==> config.mk <==
export PLATFORM = sky130hd
export DESIGN_NAME = mem_port_arbiter
export DESIGN_NICKNAME = d
export VERILOG_FILES = /design/src/rtl/mem_port_arbiter.sv
export SDC_FILE = /design/constraint.sdc
export NUM_CORES = 1
export LEC_CHECK = 0
export CORE_MARGIN = 2
export CORE_UTILIZATION = 42
export DETAILED_ROUTE_END_ITERATION = 8
export GPL_ROUTABILITY_DRIVEN = 0
export PLACE_DENSITY = 0.85
export SLEW_MARGIN = 20
export SYNTH_ARGS = -nofsm -noshare
export SYNTH_HDL_FRONTEND = slang
export SYNTH_SLANG_ARGS = --single-unit
==> constraint.sdc <==
create_clock -name clk -period 2.8 [get_ports clk]
set_input_delay 0.84 -clock clk [delete_from_list [all_inputs] [get_ports clk]]
set_output_delay 0.84 -clock clk [all_outputs]
set_load 0.02 [all_outputs]
==> src/rtl/mem_port_arbiter.sv <==
// Arbitrates a single-port synchronous memory between a CPU and a host program loader.
// Each access takes three cycles (IDLE, ISSUE, DONE). The host wins ties, except that
// after HOST_BURST_MAX consecutive host wins against a waiting CPU the CPU goes next.
// host_lock gives the host exclusive ownership.
module mem_port_arbiter #(
    parameter int unsigned ADDR_W         = 8,
    parameter int unsigned DATA_W         = 8,
    parameter int unsigned HOST_BURST_MAX = 4
) (
    input  logic              clk,
    input  logic              reset,
    input  logic              cpu_req,
    input  logic              cpu_we,
    input  logic [ADDR_W-1:0] cpu_addr,
    input  logic [DATA_W-1:0] cpu_wdata,
    output logic              cpu_gnt,
    output logic              cpu_ack,
    output logic [DATA_W-1:0] cpu_rdata,
    input  logic              host_req,
    input  logic              host_we,
    input  logic [ADDR_W-1:0] host_addr,
    input  logic [DATA_W-1:0] host_wdata,
    input  logic              host_lock,
    output logic              host_gnt,
    output logic              host_ack,
    output logic [DATA_W-1:0] host_rdata,
    output logic              mem_en,
    output logic              mem_we,
    output logic [ADDR_W-1:0] mem_addr,
    output logic [DATA_W-1:0] mem_wdata,
    input  logic [DATA_W-1:0] mem_rdata,
    output logic              busy
);

    localparam int unsigned SW = $clog2(HOST_BURST_MAX + 1);
    localparam logic [SW-1:0] StreakMax = SW'(HOST_BURST_MAX);

    typedef enum logic [1:0] {StIdle, StIssue, StDone} state_e;

    state_e            state_q;
    logic [SW-1:0]     host_streak_q;
    logic [SW-1:0]     host_streak_d;
    logic              owner_cpu_q;
    logic              we_q;
    logic [ADDR_W-1:0] addr_q;
    logic [DATA_W-1:0] wdata_q;

    logic              mem_en_q;
    logic              mem_we_q;
    logic [ADDR_W-1:0] mem_addr_q;
    logic [DATA_W-1:0] mem_wdata_q;
    logic              cpu_gnt_q;
    logic              host_gnt_q;
    logic              cpu_ack_q;
    logic              host_ack_q;

    logic              cpu_win;
    logic              host_win;
    logic              sel_we;
    logic [ADDR_W-1:0] sel_addr;
    logic [DATA_W-1:0] sel_wdata;

    // Winner selection and streak update; only consumed while in IDLE.
    always_comb begin
        cpu_win   = cpu_req && !host_lock && (!host_req || (host_streak_q == StreakMax));
        host_win  = host_req && !cpu_win;
        sel_we    = cpu_win ? cpu_we    : host_we;
        sel_addr  = cpu_win ? cpu_addr  : host_addr;
        sel_wdata = cpu_win ? cpu_wdata : host_wdata;

        host_streak_d = host_streak_q;
        if (!cpu_req || cpu_win) begin
            host_streak_d = '0;
        end else if (host_win && (host_streak_q != StreakMax)) begin
            host_streak_d = host_streak_q + 1'b1;
        end
    end

    // Access FSM with registered memory-side and handshake outputs.
    always_ff @(posedge clk or posedge reset) begin
        if (reset) begin
            state_q       <= StIdle;
            host_streak_q <= '0;
            owner_cpu_q   <= 1'b0;
            we_q          <= 1'b0;
            addr_q        <= '0;
            wdata_q       <= '0;
            mem_en_q      <= 1'b0;
            mem_we_q      <= 1'b0;
            mem_addr_q    <= '0;
            mem_wdata_q   <= '0;
            cpu_gnt_q     <= 1'b0;
            host_gnt_q    <= 1'b0;
            cpu_ack_q     <= 1'b0;
            host_ack_q    <= 1'b0;
        end else begin
            case (state_q)
                StIdle: begin
                    host_streak_q <= host_streak_d;
                    if (cpu_win || host_win) begin
                        state_q     <= StIssue;
                        owner_cpu_q <= cpu_win;
                        we_q        <= sel_we;
                        addr_q      <= sel_addr;
                        wdata_q     <= sel_wdata;
                        mem_en_q    <= 1'b1;
                        mem_we_q    <= sel_we;
                        mem_addr_q  <= sel_addr;
                        mem_wdata_q <= sel_wdata;
                        cpu_gnt_q   <= cpu_win;
                        host_gnt_q  <= host_win;
                    end
                end
                StIssue: begin
                    state_q     <= StDone;
                    mem_en_q    <= 1'b0;
                    mem_we_q    <= 1'b0;
                    mem_addr_q  <= '0;
                    mem_wdata_q <= '0;
                    cpu_gnt_q   <= 1'b0;
                    host_gnt_q  <= 1'b0;
                    cpu_ack_q   <= owner_cpu_q;
                    host_ack_q  <= !owner_cpu_q;
                end
                StDone: begin
                    state_q    <= StIdle;
                    cpu_ack_q  <= 1'b0;
                    host_ack_q <= 1'b0;
                end
                default: begin
                    state_q <= StIdle;
                end
            endcase
        end
    end

    // Read data arrives from the memory during DONE, so it is steered rather than registered.
    always_comb begin
        cpu_rdata  = (cpu_ack_q && !we_q)  ? mem_rdata : '0;
        host_rdata = (host_ack_q && !we_q) ? mem_rdata : '0;
    end

    assign cpu_gnt   = cpu_gnt_q;
    assign host_gnt  = host_gnt_q;
    assign cpu_ack   = cpu_ack_q;
    assign host_ack  = host_ack_q;
    assign mem_en    = mem_en_q;
    assign mem_we    = mem_we_q;
    assign mem_addr  = mem_addr_q;
    assign mem_wdata = mem_wdata_q;
    assign busy      = (state_q != StIdle);

endmodule

# Word-level counts from Yosys, hierarchy flattened

Cells that the tools add are included.

Flip-flop bits (word level): 29
Output and inout port bits: 39
Input bits: 47
Logic and storage cells: 64

Equality and inequality tests: 5
Multiplexer cells: 23
Reduce and logical (&&, ||, !) cells: 23
Add/sub/neg operators: 1

Operators with widths:

| operator                                            | number |
|---|---|
| 2-to-1 mux 8 bit                                    | 6 |
| case mux 8 bit (2 select lines)                     | 2 |
| case mux 1 bit (2 select lines)                     | 6 |
| nonzero test 2 bit                                  | 4 |
| logical AND 1 bit                                   | 6 |
| logical NOT 1 bit                                   | 6 |
| 2-to-1 mux 3 bit                                    | 2 |
| AND reduction 2 bit                                 | 3 |
| 2-to-1 mux 1 bit                                    | 5 |
| case mux 2 bit (2 select lines)                     | 1 |
| adder 3 x 1 -> 3 bit, second input constant         | 1 |
| equality test 3 bit, second input constant          | 1 |
| logical OR 1 bit                                    | 3 |
| != test 3 bit, second input constant                | 1 |
| equality test 2 x 1 -> 1 bit, second input constant | 1 |
| equality test 2 bit, second input constant          | 1 |
| logical NOT 2 bit                                   | 1 |
| 2-to-1 mux 2 bit                                    | 1 |
| != test 2 bit, second input constant                | 1 |

# Depth between registers and ports, before layout

Gate-level depths: netlist of the first run.

Depth after elaboration: 8
Gate-level depth with buffers: 9
Depth with buffers taken out: 6

# Worst setup path after synthesis of the first run

Ideal clock, no wire load.

Path type: in2reg
Start point: input port host_lock
End point: register mem_addr_q[0] (netlist: mem_addr[0])
Setup time: 0.119 ns
Cell stages on the path: 5
Buffers on the path: 1
Arrival: 1.824 ns
Data required time: 2.681 ns
Slack: 0.857 ns
Cell sequence: nand2b_2 -> nor2_4 -> buf_4 -> mux2i_1 -> o2bb2ai_2

Cells in the longest elaborated chain, start to end: 8
Elaborated cells on any way between the ends: 11
Classes of those cells: 1 x eq/ne; 3 x mux; 7 x reduce/logical

RTL lines:

| what                                 | RTL line | source |
|---|---|---|
| start: declaration                   | 23       | `input logic host_lock,` |
| logical NOT 1 bit (*)                | 65       | `cpu_win = cpu_req && !host_lock && (!host_req \|\| (host_streak_q == StreakMax));` |
| logical AND 1 bit (*) (2 in a row)   | 65       |  |
| logical NOT 1 bit                    | 66       | `host_win = host_req && !cpu_win;` |
| logical AND 1 bit                    | 66       |  |
| logical OR 1 bit                     | 100      | `if (cpu_win \|\| host_win) begin` |
| != test 2 bit (no source line)       | -        |  |
| AND reduction 2 bit (no source line) | -        |  |
| end signal: assignment               | 108      | `mem_addr_q <= sel_addr;` |
| end: declaration                     | 50       | `logic [ADDR_W-1:0] mem_addr_q;` |

Every way passes the cells marked *; elsewhere a longest branch is shown, timed or not. The select of a mux whose other input is x is not followed.
A chain may end at the register's enable or synchronous reset.

# Worst setup path after layout of the first run

Start point: input port mem_rdata[7]
End point: output port host_rdata[7]

Cells in the longest elaborated chain, start to end: 1

RTL lines:

| what               | RTL line | source |
|---|---|---|
| start: declaration | 31       | `input logic [DATA_W-1:0] mem_rdata,` |
| 2-to-1 mux 8 bit   | 140      | `host_rdata = (host_ack_q && !we_q) ? mem_rdata : '0;` |
| end: declaration   | 26       | `output logic [DATA_W-1:0] host_rdata,` |

Every way passes these cells.

==> results_dict.tcl, run 1 <==
set metrics [dict create \
    min_path_cells 1 \
    powerDensity_mw_per_mm2 967 \
    slew_violations 0 \
    fin_ws_ps 163 \
    postRouteAntennaNets 0 \
    cp.arrival_ps 1800 \
    ioPinCount 86 \
    min_period_over_period_pct 94.2 \
    synth-seq-area-share_pct 45.5 \
    drt_wl_total_um 3830 \
    timing.hold.ws_ps 489 \
    met3_length_um 443 \
    drc 0 \
    clk_pin_slew_ps 60 \
    cts_tree "done" \
    drt_iter0_drc 37 \
    clkLatencyLatePin_ps 280 \
    drive_gt1_share_pct 11.7 \
    finClkSkew_ps 3.07 \
    clk_path_buf_depth 2 \
    syn_area_mm2 0.00160 \
    run_status "finished clean" \
    async_flop_share_pct 100 \
    drt-pass1-iter-count 3 \
    multi_input_area_um2 787 \
    cts_setup_buffers 0 \
    ys_ff_latch 29 \
    root_buffer "clkbuf_8" \
    overflow 0 \
    io_buffers 85 \
    rr_worst_depth 7 \
    critPathKind "input port to output port" \
    top_layer_used "met4" \
    htreeDepth 2 \
    clock-sinks 29 \
    start_util_pct 43.6 \
    r2r-end "mem_addr[3]" \
    cts_resized 16 \
    die_h_um 65.7 \
    hold_class "flip-flop to flip-flop" \
    fin_setup_tns_ps 0 \
    reg2reg_slack_ps 960 \
    maxSlewHeadroom_pct 30.0 \
    dpl.hpwl_um 2950 \
    min_from "mem_addr[2]" \
    syn-num-nets 192 \
    fin_util_pct 70.1 \
    antenna_found_initial 0 \
    cp_max_fo 2 \
    yosysWarnings 0 \
    leakage_nw 1.12 \
    wl_per_cell_um 13.8 \
    dr_total_vias 1381 \
    drt-met1-wl_um 1520 \
    die_x_um 65.7 \
    met2_length_um 1810 \
    hold_viol 0 \
    synthFlopType "dfrtp_1" \
    avgSynthCellArea_um2 11.5 \
    max_freq_mhz 379 \
    cts_buffers 5 \
    dp_slack_ps -125 \
    synth_edf_count 0 \
    ctsHoldBuffers 0 \
    grt_util_all_layers_pct 19.5 \
    num-nets-final 282 \
    r2r-start "state_q[0]" \
    via_per_inst 4.97 \
    drv_cap 0 \
    rows 22 \
    hold_end "mem_addr[2]" \
    period_minus_slack_ps 2640 \
    postSynthCellCount 139 \
    ir_worst_vdd_v 0.000472 \
    first_global_vias 1401 \
    grt_pass1_wl_um 6280 \
    grt_max_degree 30 \
    setup_violations 0 \
    worst_slew_pin_slew_ps 1050 \
    syn_to_final_growth_pct 60.7 \
    synthDistinctLibCells 29 \
    regArea_um2 726 \
    end_kind "output port" \
    die_area_mm2 0.00431 \
    rsz0062_at_grt "false" \
    cp-start-kind "input port" \
    coreArea_mm2 0.00366 \
    nFillCells 303 \
    crit_required_ps 1960 \
    diodes 0 \
]
==> logic make-up after synthesis <==
kind of cell	count (synthesis)	share of synthesized area (%)
flops	29	45.5
buf+inv	16	5.49
mux	18	11.4
fa+ha+maj	6	4.70
simple gates	33	11.8
compound gates	37	21.2
==> layer usage <==
layer  up-vias  GRT usage [%]
li1        671              -
met1       633           22.1
met2        71           33.0
met3         6           7.88
met4         0           7.03
met5         -              0
==> cells in the mapped netlist (2+ instances only) <==
master	n	area, µm²
nor2_1	3	11.3
and2_1	16	100
mux2i_1	17	170
inv_1	11	41.3
dfrtp_1	29	726
buf_6	3	33.8
nand3_1	2	10.0
o2bb2ai_2	10	150
o2bb2ai_1	8	70.1
a21oi_1	3	15.0
a21o_1	2	15.0
o21ai_0	8	40.0
nand2_1	6	22.5
ha_1	6	75.1
==> layout make-up <==
class                   instances  area share (%)
inverters                      11            1.61
flip-flops and latches         29            28.3
well taps                      48            2.34
clock buffers                   5            2.68
repair buffers                 88            33.7
clock inverters                 3           0.683
multi-input cells              94            30.7
==> how the worst max path moves through the flow <==
stage,to,start,cells after the start
floorplan,mem_addr[0],host_lock,5
global placement,host_rdata[7],mem_rdata[7],3
global route,busy,state_q[1],4
CTS,host_rdata[7],mem_rdata[7],3
finish,host_rdata[7],mem_rdata[7],3
detailed placement,host_rdata[7],mem_rdata[7],3
==> critical path, cell delays in order <==
cell,delay (ps)
clkdlybuf4s50_1,500
and2_1,130
dlygate4sd2_1,320
==> placed cells by master (no fill, tap or decap), types with 2 or more instances in the layout <==
master	netlist	final
a21o_1	2	2
a21oi_1	3	3
and2_1	16	16
buf_4	1	2
clkbuf_8	0	5
clkdlybuf4s50_1	0	69
clkinv_2	0	2
dfrtp_1	29	29
dlygate4sd2_1	0	16
ha_1	6	6
inv_1	11	11
mux2i_1	17	17
nand2_1	6	6
nand3_1	2	2
nor2_1	3	3
o21ai_0	8	8
o2bb2ai_1	8	8
o2bb2ai_2	10	10
==> state kept, by name (all words and copies together) (netlist names) <==
register / flops
mem_en: 1
host_gnt: 1
mem_we: 1
cpu_ack: 1
host_streak_q: 3
we_q: 1
mem_wdata: 8
owner_cpu_q: 1
host_ack: 1
state_q: 2
cpu_gnt: 1
mem_addr: 8
==> per-stage QoR <==
step                power [mW]  cell area [µm²]  cells
finish                    2.48             2570    278
global placement          2.18             2500    270
detailed placement        2.20             2500    270
CTS                       2.51             2570    278
global route              2.65             2570    278
floorplan                 1.60             1600    139
==> where the power goes <==
part / switching, mW / internal (mW) / total (mW) / leakage (nW)
registers: 0.133 / 0.611 / 0.744 / 0.377
clock network: 0.159 / 0.171 / 0.330 / 0.0439
logic: 0.748 / 0.661 / 1.41 / 0.704
total: 1.04 / 1.44 / 2.48 / 1.12
Note: power is estimated with default switching activity, not from simulation.
==> inputs of run 2 (changes only) <==
Settings changed: ABC_CLOCK_PERIOD_IN_PS set to 2800, CORE_UTILIZATION 42 to 25, PLACE_DENSITY 0.85 to not set, REMOVE_ABC_BUFFERS set to 1.
==> results_dict.tcl, run 2 (synthesized netlist as in run 1, its figures left out) <==
set metrics [dict create \
    start_util_pct 25.4 \
    fin_cells 308 \
    run_status "finished clean" \
    clkLatencyLatePin_ps 280 \
    dpl_cell_area_mm2 0.00254 \
    rows 29 \
    cp-start-kind "flip-flop" \
    diodes 0 \
    cp_max_fo 7 \
    num-nets-final 284 \
    drt_wl_total_um 3820 \
    period_minus_slack_ps 2610 \
    min_period_over_period_pct 93.3 \
    timing.hold.ws_ps 487 \
    grt_util_all_layers_pct 11.5 \
    hold_viol 0 \
    drt_iter0_drc 42 \
    dpl.hpwl_um 2820 \
    cp.arrival_ps 1770 \
    nFillCells 649 \
    rsz0062_at_grt "false" \
    powerDensity_mw_per_mm2 956 \
    fin_ws_ps 189 \
    drv_cap 0 \
    die_x_um 83.9 \
    via_per_inst 4.40 \
    layout_commonest_cell "clkdlybuf4s50_1" \
    coreArea_mm2 0.00628 \
    antenna_found_initial 0 \
    finClkSkew_ps 5.93 \
    htreeDepth 2 \
    grt_max_degree 30 \
    drc 0 \
    syn_to_final_growth_pct 63.2 \
    die_h_um 83.9 \
    end_kind "output port" \
    wl_per_cell_um 12.4 \
    drive_gt1_share_pct 11.7 \
    grt_pass1_wl_um 6520 \
    multi_input_area_um2 787 \
    clk_path_buf_depth 2 \
    dr_total_vias 1356 \
    first_global_vias 1462 \
    slew_violations 0 \
    crit_required_ps 1960 \
    overflow 0 \
    cts_tree "done" \
    maxSlewHeadroom_pct 28.3 \
    drt-pass1-iter-count 4 \
    hold_class "flip-flop to flip-flop" \
    ir_worst_vdd_v 0.000541 \
    ctsHoldBuffers 0 \
    most-common-layout-cells "clkdlybuf4s50_1, dfrtp_1, mux2i_1, and2_1, dlygate4sd2_1" \
    cts_buffers 5 \
    cts_setup_buffers 0 \
    worst_slew_pin_slew_ps 1080 \
    root_buffer "clkbuf_8" \
    setup_violations 0 \
    dp_slack_ps -70.6 \
    max_freq_mhz 383 \
    leakage_nw 1.13 \
    clock-sinks 29 \
    clk_pin_slew_ps 60 \
    die_area_mm2 0.00704 \
    io_buffers 85 \
    critPathKind "flip-flop to output port" \
    dp_cells 301 \
    ioPinCount 86 \
    postRouteAntennaNets 0 \
    regArea_um2 726 \
    design_area_mm2 0.00261 \
]
## run 2: path summary, 6_finish.rpt
path                       slack (ps)      endpoint  cells after the start   startpoint
max in group asynchronous        1590    state_q[1]                      3        reset
setup reg to reg                  940   mem_addr[3]                      7   state_q[0]
min in group asynchronous         930  mem_wdata[6]                      3        reset
hold reg to reg                   490   mem_addr[3]                      1  mem_addr[3]
hold / removal                    490   mem_addr[3]                      1  mem_addr[3]
setup / recovery                  190          busy                      4   state_q[0]
## run 2: where the power goes
group / switching, mW / internal (mW)
sequential: 0.128 / 0.611
combinational: 0.742 / 0.663
clock: 0.151 / 0.195
total: 1.02 / 1.47
## run 2: metrics by stage
stage | setup TNS (ps) | power [mW] | utilization (%)
2_1_floorplan | 0 | 1.55 | -
3_3_place_gp | -794 | 2.20 | 40.4
3_5_place_dp | -929 | 2.21 | 40.4
4_1_cts | 0 | 2.53 | 41.5
5_1_grt | 0 | 2.67 | 41.5
6_report | 0 | 2.49 | 41.5
## run 2: worst max-delay path, cell delays in order, from the launching register on
cell and delay, ps:
dfrtp_1 380, inv_1 120, ha_1 310, inv_1 130, clkdlybuf4s50_1 550
## run 2: repair_timing
item / 4_1_cts / 5_1_grt
endpoints found under the hold margin: 0 / 0
resized for setup: 16 / 0
setup endpoints to repair: 16 / 0
## run 2: layout make-up
type	instances	share of cell area [%]
Multi-Input combinational cell	94	30.2
Inverter	11	1.59
Timing Repair Buffer	90	33.3
Sequential cell	29	27.9
Tap cell	77	3.70
Clock buffer	7	3.31
## run 2: routing by layer
metal  part of all wire, %  vias up  track usage, %
met5                     0        -               0
met4                  0.94        0            2.64
met3                   7.2        5            5.04
met2                    49       51            19.9
met1                    43      621            13.0
li1                      -      679               -
==> inputs of run 3 (changes only) <==
Settings changed: CORE_ASPECT_RATIO set to 1.25.
==> results_dict.tcl, run 3 (synthesized netlist as in run 1, its figures left out) <==
set metrics [dict create \
    die_h_um 93.3 \
    fin_setup_tns_ps 0 \
    crit_required_ps 1960 \
    powerDensity_mw_per_mm2 961 \
    htreeDepth 2 \
    multi_input_area_um2 787 \
    cts_buffers 5 \
    finClkSkew_ps 6.03 \
    start_util_pct 25.9 \
    clkLatencyLatePin_ps 280 \
    critPathKind "flip-flop to output port" \
    overflow 0 \
    drt_wl_total_um 3900 \
    min_period_over_period_pct 95.0 \
    first_global_vias 1384 \
    dr_total_vias 1338 \
    coreArea_mm2 0.00617 \
    nFillCells 625 \
    via_per_inst 4.23 \
    setup_violations 0 \
    syn_to_final_growth_pct 65.0 \
    rows 32 \
    max_freq_mhz 376 \
    io_buffers 85 \
    rsz0062_at_grt "false" \
    drc 0 \
    num-nets-final 283 \
    most-common-layout-cells "clkdlybuf4s50_1, dfrtp_1, mux2i_1, and2_1, dlygate4sd2_1" \
    antenna_found_initial 0 \
    dpl.hpwl_um 2880 \
    hold_viol 0 \
    slew_violations 0 \
    wl_per_cell_um 12.4 \
    clock-sinks 29 \
    drive_gt1_share_pct 12.1 \
    cp_max_fo 7 \
    drv_cap 0 \
    die_area_mm2 0.00705 \
    fin_util_pct 42.7 \
    end_kind "output port" \
    cp-start-kind "flip-flop" \
    hold_class "flip-flop to flip-flop" \
    period_minus_slack_ps 2660 \
    worst_slew_pin_slew_ps 1040 \
    diodes 0 \
    ctsHoldBuffers 0 \
    regArea_um2 726 \
    drt-pass1-iter-count 2 \
    ir_worst_vdd_v 0.000485 \
    ioPinCount 86 \
    clk_pin_slew_ps 60 \
    leakage_nw 1.14 \
    drt_iter0_drc 83 \
    run_status "finished clean" \
    cp.arrival_ps 1820 \
    maxSlewHeadroom_pct 30.9 \
    grt_max_degree 19 \
    grt_pass1_wl_um 6490 \
    root_buffer "clkbuf_8" \
    postRouteAntennaNets 0 \
    die_x_um 75.5 \
    clk_path_buf_depth 2 \
    grt_util_all_layers_pct 12.2 \
    layout_commonest_cell "clkdlybuf4s50_1" \
    cts_tree "done" \
]
-- run 3: area by class of cell --
cell class                 count  area share, %
timing repair buffer          89           33.1
sequential                    29           27.5
clock buffer                   7           3.66
tap                           85           4.04
clock inverter                 1          0.190
multi-input combinational     94           29.9
inverter                      11           1.57
-- run 3: per-stage QoR --
stage	hold WS [ps]	power (mW)	std cells	cell area (µm²)	setup WS, ps
2_1_floorplan	472	1.55	134	1550	709
3_3_place_gp	472	2.21	308	2550	-60.5
3_5_place_dp	477	2.22	308	2550	-69.8
4_1_cts	497	2.58	316	2640	121
5_1_grt	508	2.71	316	2640	2.58
6_report	491	2.53	316	2640	140
-- run 3: worst paths after layout --
| kind | from | endpoint | slack [ps] | depth (start not counted) |
|---|---|---|---|---|
| max | state_q[0] | busy | 140 | 4 |
| min | host_gnt | host_gnt | 490 | 1 |
| max reg2reg | state_q[0] | mem_addr[2] | 910 | 7 |
| min reg2reg | host_gnt | host_gnt | 490 | 1 |
| max in group asynchronous | reset | mem_wdata[1] | 1280 | 3 |
| min in group asynchronous | reset | host_streak_q[0] | 900 | 2 |
-- run 3: repair_timing --
action | in CTS | in global routing
setup buffers | 0 | 0
setup endpoints to repair | 16 | 0
resized for setup | 16 | 0
endpoints found under the hold margin | 0 | 0
-- run 3: critical path, cell delays in order, from the launching register on --
cell             delay, ps
dfrtp_1                380
inv_1                  120
ha_1                   330
inv_1                  130
clkdlybuf4s50_1        580
-- run 3: power by group --
part | total, mW | switching (mW) | internal, mW
combinational | 1.41 | 0.749 | 0.664
clock | 0.378 | 0.156 | 0.222
sequential | 0.742 | 0.131 | 0.611
-- run 3: routing by layer --
| layer | GRT usage (%) | part of all wire [%] | vias to the layer above |
|---|---|---|---|
| met4 | 4.39 | 1.6 | 0 |
| met3 | 4.85 | 8.5 | 7 |
| li1 | - | - | 672 |
| met2 | 20.5 | 51 | 50 |
| met5 | 0 | 0 | - |
| met1 | 13.6 | 39 | 609 |
